### src/rtl/fir_cfg_pkg.sv
// Shared constants and FSM state encoding for the FIR coefficient loader.
package fir_cfg_pkg;

  localparam int COEF_W   = 25;
  localparam int MAX_TAPS = 64;

  typedef enum logic [1:0] {
    IDLE,
    LOAD,
    SHIFT,
    FINISH
  } loader_state_t;

endpackage

### src/rtl/tap_ram.sv
// Tap buffer: single write port, registered read port, cleared on reset.
module tap_ram #(
  parameter int DEPTH = 64,
  parameter int W     = 25,
  parameter int AW    = 6
) (
  input  logic          clk,
  input  logic          reset,
  input  logic          wr_en,
  input  logic [AW-1:0] wr_addr,
  input  logic [W-1:0]  wr_data,
  input  logic          rd_en,
  input  logic [AW-1:0] rd_addr,
  output logic [W-1:0]  rd_data
);

  logic [W-1:0] mem [DEPTH];

  // NOTE: the array is cleared on reset because an aborted load must leave
  // the buffer reading back zero; this rules out block-RAM mapping.
  always_ff @(posedge clk or negedge reset) begin
    if (!reset) begin
      for (int i = 0; i < DEPTH; i++) mem[i] <= '0;
      rd_data <= '0;
    end else begin
      if (wr_en) mem[wr_addr] <= wr_data;
      // rd_data only moves on a read, so it doubles as the held cfg_din.
      if (rd_en) rd_data <= mem[rd_addr];
    end
  end

endmodule

### src/rtl/fir_coef_loader.sv
// Streams the tap buffer into the filter's coefficient shift chain, last tap first.
module fir_coef_loader
  import fir_cfg_pkg::*;
#(
  parameter int MAX_TAPS = fir_cfg_pkg::MAX_TAPS,
  parameter int COEF_W   = fir_cfg_pkg::COEF_W,
  parameter int AW       = 6
) (
  input  logic              clk,
  input  logic              reset,
  input  logic [31:0]       fir_len,
  input  logic              wr_en,
  input  logic [AW-1:0]     wr_addr,
  input  logic [COEF_W-1:0] wr_data,
  input  logic              start,
  output logic [COEF_W-1:0] cfg_din,
  output logic              cfg_ce,
  output logic              busy,
  output logic              done,
  output logic              err
);

  loader_state_t state_q, state_d;
  logic [AW-1:0] idx_q;
  logic [AW-1:0] len_m1_q;
  logic          bad_done_q;
  logic          rd_en;
  logic [AW-1:0] rd_addr;

  logic len_ok, addr_ok, start_ok, start_bad, wr_ok, wr_bad;

  assign len_ok    = (fir_len != 32'd0) && (fir_len <= 32'(MAX_TAPS));
  assign addr_ok   = 32'(wr_addr) < 32'(MAX_TAPS);
  assign start_ok  = (state_q == IDLE) && start && len_ok;
  assign start_bad = (state_q == IDLE) && start && !len_ok;
  assign wr_ok     = wr_en && !busy && addr_ok;
  assign wr_bad    = wr_en && (busy || !addr_ok);

  assign busy   = (state_q == LOAD) || (state_q == SHIFT);
  assign cfg_ce = (state_q == SHIFT);
  assign done   = (state_q == FINISH) || bad_done_q;

  // NOTE: every combinational output gets a default first so no path
  // through the case statement can infer a latch.
  always_comb begin
    state_d = state_q;
    rd_en   = 1'b0;
    rd_addr = idx_q;
    unique case (state_q)
      IDLE: if (start_ok) state_d = LOAD;
      LOAD: begin
        rd_en   = 1'b1;
        rd_addr = len_m1_q;
        state_d = SHIFT;
      end
      SHIFT: begin
        if (idx_q != '0) begin
          rd_en   = 1'b1;
          rd_addr = idx_q - AW'(1);
        end else begin
          state_d = FINISH;
        end
      end
      FINISH: state_d = IDLE;
      default: state_d = IDLE;
    endcase
  end

  // NOTE: all state is updated with non-blocking assignments so every
  // register samples pre-edge values regardless of statement order.
  always_ff @(posedge clk or negedge reset) begin
    if (!reset) begin
      state_q    <= IDLE;
      idx_q      <= '0;
      len_m1_q   <= '0;
      bad_done_q <= 1'b0;
      err        <= 1'b0;
    end else begin
      state_q    <= state_d;
      bad_done_q <= start_bad;
      if (start_ok) len_m1_q <= AW'(fir_len - 32'd1);
      if (state_q == LOAD) idx_q <= len_m1_q;
      else if (state_q == SHIFT && idx_q != '0) idx_q <= idx_q - AW'(1);
      // A bad write in the same cycle as an accepted start still flags.
      if (start_bad || wr_bad) err <= 1'b1;
      else if (start_ok)       err <= 1'b0;
    end
  end

  tap_ram #(
    .DEPTH(MAX_TAPS),
    .W    (COEF_W),
    .AW   (AW)
  ) u_tap_ram (
    .clk    (clk),
    .reset  (reset),
    .wr_en  (wr_ok),
    .wr_addr(wr_addr),
    .wr_data(wr_data),
    .rd_en  (rd_en),
    .rd_addr(rd_addr),
    .rd_data(cfg_din)
  );

endmodule

### config.mk
export PLATFORM = sky130hd
export DESIGN_NAME = fir_coef_loader
export DESIGN_NICKNAME = d
export VERILOG_FILES = /design/src/rtl/fir_cfg_pkg.sv /design/src/rtl/tap_ram.sv /design/src/rtl/fir_coef_loader.sv
export SDC_FILE = /design/constraint.sdc
export NUM_CORES = 2
export LEC_CHECK = 0
export CAP_MARGIN = 30
export CORE_MARGIN = 3
export CORE_UTILIZATION = 30
export DETAILED_ROUTE_END_ITERATION = 12
export PLACE_DENSITY = 0.47
export SETUP_SLACK_MARGIN = 0.5
export SYNTH_ARGS = -nofsm -noshare
export SYNTH_HDL_FRONTEND = slang
export SYNTH_SLANG_ARGS = --single-unit
### constraint.sdc
create_clock -name clk -period 9.1 [get_ports clk]
set_input_delay 2.73 -clock clk [delete_from_list [all_inputs] [get_ports clk]]
set_output_delay 2.73 -clock clk [all_outputs]
set_load 0.01 [all_outputs]
==> impl_metrics.csv <==
group,metric,value,unit
setup_path,cp_max_fo,40,
global_route,grt_pass1_vias,53200,
timing,setup_viol,0,
setup_path,end_kind,"flip-flop",
setup_path,required,9.83,ns
placement,dp_hpwl,148000,um
setup_path,crit_buf_inv,3,
cts,worst_skew_pair.late_latency,0.85,ns
setup_path,setup.reg_to_reg.worst_slack,2.71,ns
timing,relSlewSlack,0.260,
setup_path,worstSetupEndpoint,"u_tap_ram.rd_data[8]",
final_layout,n_fill_cell,24900,
detailed_routing,wl,256000,um
cts,clk_pin_slew,0.06,ns
timing,rsz0062_at_grt,"false",
detailed_routing,dr.first_iter.drc_count,4134,
setup_path,startpoint,"idx_q[1]",
synth,synthDistinctLibCells,60,
synth,yosysSeqAreaShare,0.539,
final_layout,ff_latch_area,0.0411,mm2
detailed_routing,vias,52500,
die,die_h,510,um
setup_path,cp_cell_sequence,"inv_1, ha_1, nor2b_1, a21bo_4, buf_4, nand3_4, buf_4, a211oi_1, a2111oi_0, o31ai_2, o2111ai_1, o211a_1",
min_path,hold_class,"reg2reg",
final_layout,final_nets,6303,
cts,cts_made_buffers,181,
detailed_routing,drt-wirelength-per-cell,26.3,um
detailed_routing,ant_nets,0,
final_layout,fin_cells,9723,
power_and_ir_drop,switchingPower,4.47,mW
timing,fmax,0.157,GHz
power_and_ir_drop,ir_worst_vdd,0.000163,V
power_and_ir_drop,internal_power,13.5,mW
global_route,antenna_found_initial,11,
die,design.die.area,0.260,mm2
die,pin_count,96,
setup_path,cp.arrival,7.11,ns
setup_path,r2r_end,"u_tap_ram.rd_data[8]",
global_route,grt.total_usage,0.194,
synth,syn_area,0.0762,mm2
global_route,grt_max_degree,169,
synth,syn-instance-count,6391,
placement,numPortBuffers,95,
final_layout,fin_util,0.344,
cts,root_buffer,"clkbuf_16",
global_route,overflow,0,
timing,worst_slew_pin_slew,1.11,ns
power_and_ir_drop,power,18.0,mW
die,start_util,0.302,
detailed_routing,vias_per_cell,5.40,
timing,fin_crit,6.39,ns
timing,period_share,0.702,
timing,skew,0.0305,ns
final_layout,drive_gt1_frac,0.341,
power_and_ir_drop,sequentialPowerShare,0.486,
setup_path,reg2reg_from,"idx_q[1]",
synth,ys_warn_count,0,
final_layout,multi_input_area,0.0328,mm2
final_layout,syn_to_final_growth,13.7,%
detailed_routing,drc,0,
timing,final_hold_viol_count,0,
synth,ys_ff_latch,1641,
min_path,hp-start,"u_tap_ram.mem[95]",
cts,hold_buffers,0,
cts,postCtsSetupBuffers,0,
setup_path,critPathMaxStageDelay,0.85,ns
timing,fin_setup_tns,0,ns
cts,cts_tree,"built",
power_and_ir_drop,p_comb_frac,0.104,
global_route,grt_pass1_wl,377000,um
die,core_area,0.252,mm2
cts,cts.repair.resized,0,
cts,clk_path_buf_depth,3,
die,rows,184,
synth,async_flop_share,1.00,
setup_path,crit_cells,12,
setup_path,startpoint_type,"flip-flop",
cts,numClockSinks,1641,
synth,syn_nets,6467,
setup_path,crit_slowest_cell,"o31ai_2",
setup_path,ff2ff_path_depth,12,
job,max_cap_viol_count,0,
placement,place_ws,2.77,ns
cts,htreeDepth,4,
synth,synth_edf_count,0,
setup_path,path_delay_family,"compound AO/OA/AOI/OAI gates",
power_and_ir_drop,pwr-share-clk,0.410,
timing,fin_ws,2.71,ns
placement,gp_congestion,0.825,
power_and_ir_drop,power.share.switching,0.249,
setup_path,critPathKind,"reg2reg",
setup_path,crit_top_cell,"buf_4",
power_and_ir_drop,leakagePower,38.4,nW
placement,placed_cells,9388,
die,die_w,510,um
synth,synth_flop_cell,"dfrtp_1",
detailed_routing,drt_first_pass_iters,5,
timing,finalMaxSlewViolations,0,
outcome,status,"finished clean",
power_and_ir_drop,powerDensity,207,mW/mm2
synth,synth.avg_cell_area,11.9,um2
synthesized netlist by cell type, types with 52 or more instances:
library cell  number  share of area
dfrtp_1         1641           0.54
nor2_1            77         0.0038
nand2_1          907          0.045
mux2i_1          172          0.023
a221oi_1          52         0.0060
and4_1            97          0.011
buf_2            115         0.0076
clkbuf_1         450          0.022
a31oi_1           98         0.0080
mux2_2          1603           0.24
a211oi_1         179          0.018
nand3_1          190          0.012
buf_1             61         0.0030
a21oi_1          287          0.019
kinds of logic (layout without fill, tap and decap cells):
group | after synthesis | count (layout) | share of synthesized area
other cells | 0 | 5 | 0
xor+xnor | 9 | 9 | 0.00103
buf+inv | 652 | 631 | 0.0348
simple gates | 1405 | 1405 | 0.0837
mux | 1775 | 1775 | 0.259
flops | 1641 | 1641 | 0.539
fa+ha+maj | 9 | 9 | 0.00148
compound gates | 900 | 900 | 0.0809
worst reg2reg max path, stage by stage (launching register included):
cell and delay [ns]:
dfrtp_1 0.49, inv_1 0.14, ha_1 0.17, nor2b_1 0.76
a21bo_4 0.23, buf_4 0.50, nand3_4 0.70, buf_4 0.55
a211oi_1 0.54, a2111oi_0 0.22, o31ai_2 0.85, o2111ai_1 0.76
o211a_1 0.36
power groups by stage:
stage	Sequential [mW]	Clock, mW	Combinational (mW)
after global placement	8.80	0	1.83
after floorplan	8.72	0	1.34
after CTS	8.72	7.57	1.90
final	8.73	7.37	1.87
after detailed placement	8.85	0	1.90
after global routing	8.84	7.85	2.07
stage by stage:
step / hold WS (ns) / area, um2
after global routing: 0.503 / 86700
after floorplan: 0.450 / 76200
after CTS: 0.497 / 86600
after global placement: 0.476 / 80600
after detailed placement: 0.484 / 80700
final: 0.493 / 86700
layer usage:
layer | wire [um] | global-route usage
met5 | 0 | 0
met3 | 10800 | 0.0265
met2 | 118000 | 0.311
met1 | 119000 | 0.271
met4 | 7140 | 0.0576
worst min path at each step:
stage	end	slack [ns]	cells after the start
floorplan	len_m1_q[0]	0.45	2
global placement	len_m1_q[4]	0.48	2
detailed placement	u_tap_ram.mem[76]	0.48	1
CTS	u_tap_ram.mem[193]	0.50	1
global route	u_tap_ram.mem[94]	0.50	1
finish	u_tap_ram.mem[95]	0.49	1
flip-flops by register name, indices dropped and copies added, names as in the netlist:
register and count:
u_tap_ram.mem 1600, u_tap_ram.rd_data 25, state_q 2, bad_done_q 1
err 1, len_m1_q 6, idx_q 6
placed cells by master, fill, tap and decap left out, drive strengths merged, types with 25 or more instances in the layout:
master and instances:
dfrtp 1641, nand4 34, a221oi 52, o22ai 48, nand3 191, o31ai 25
clkinv 26, and4 97, mux2i 172, a311oi 27, nand2 907, a22oi 29
nor2 77, nor4 29, buf 225, a21oi 287, a211oi 179, mux2 1603
a31oi 98, clkbuf 286, clkdlybuf4s50 69, a32oi 48, o211a 25, and3 32
layout make-up:
type,instances,share of cell area
antenna,5,0.000144
timing repair buffer,296,0.0303
inverter,9,0.000390
clock inverter,42,0.00629
tap,3348,0.0483
multi-input combinational,4098,0.379
sequential,1641,0.474
clock buffer,284,0.0618
No activity file was read; power rests on OpenSTA's default activity.
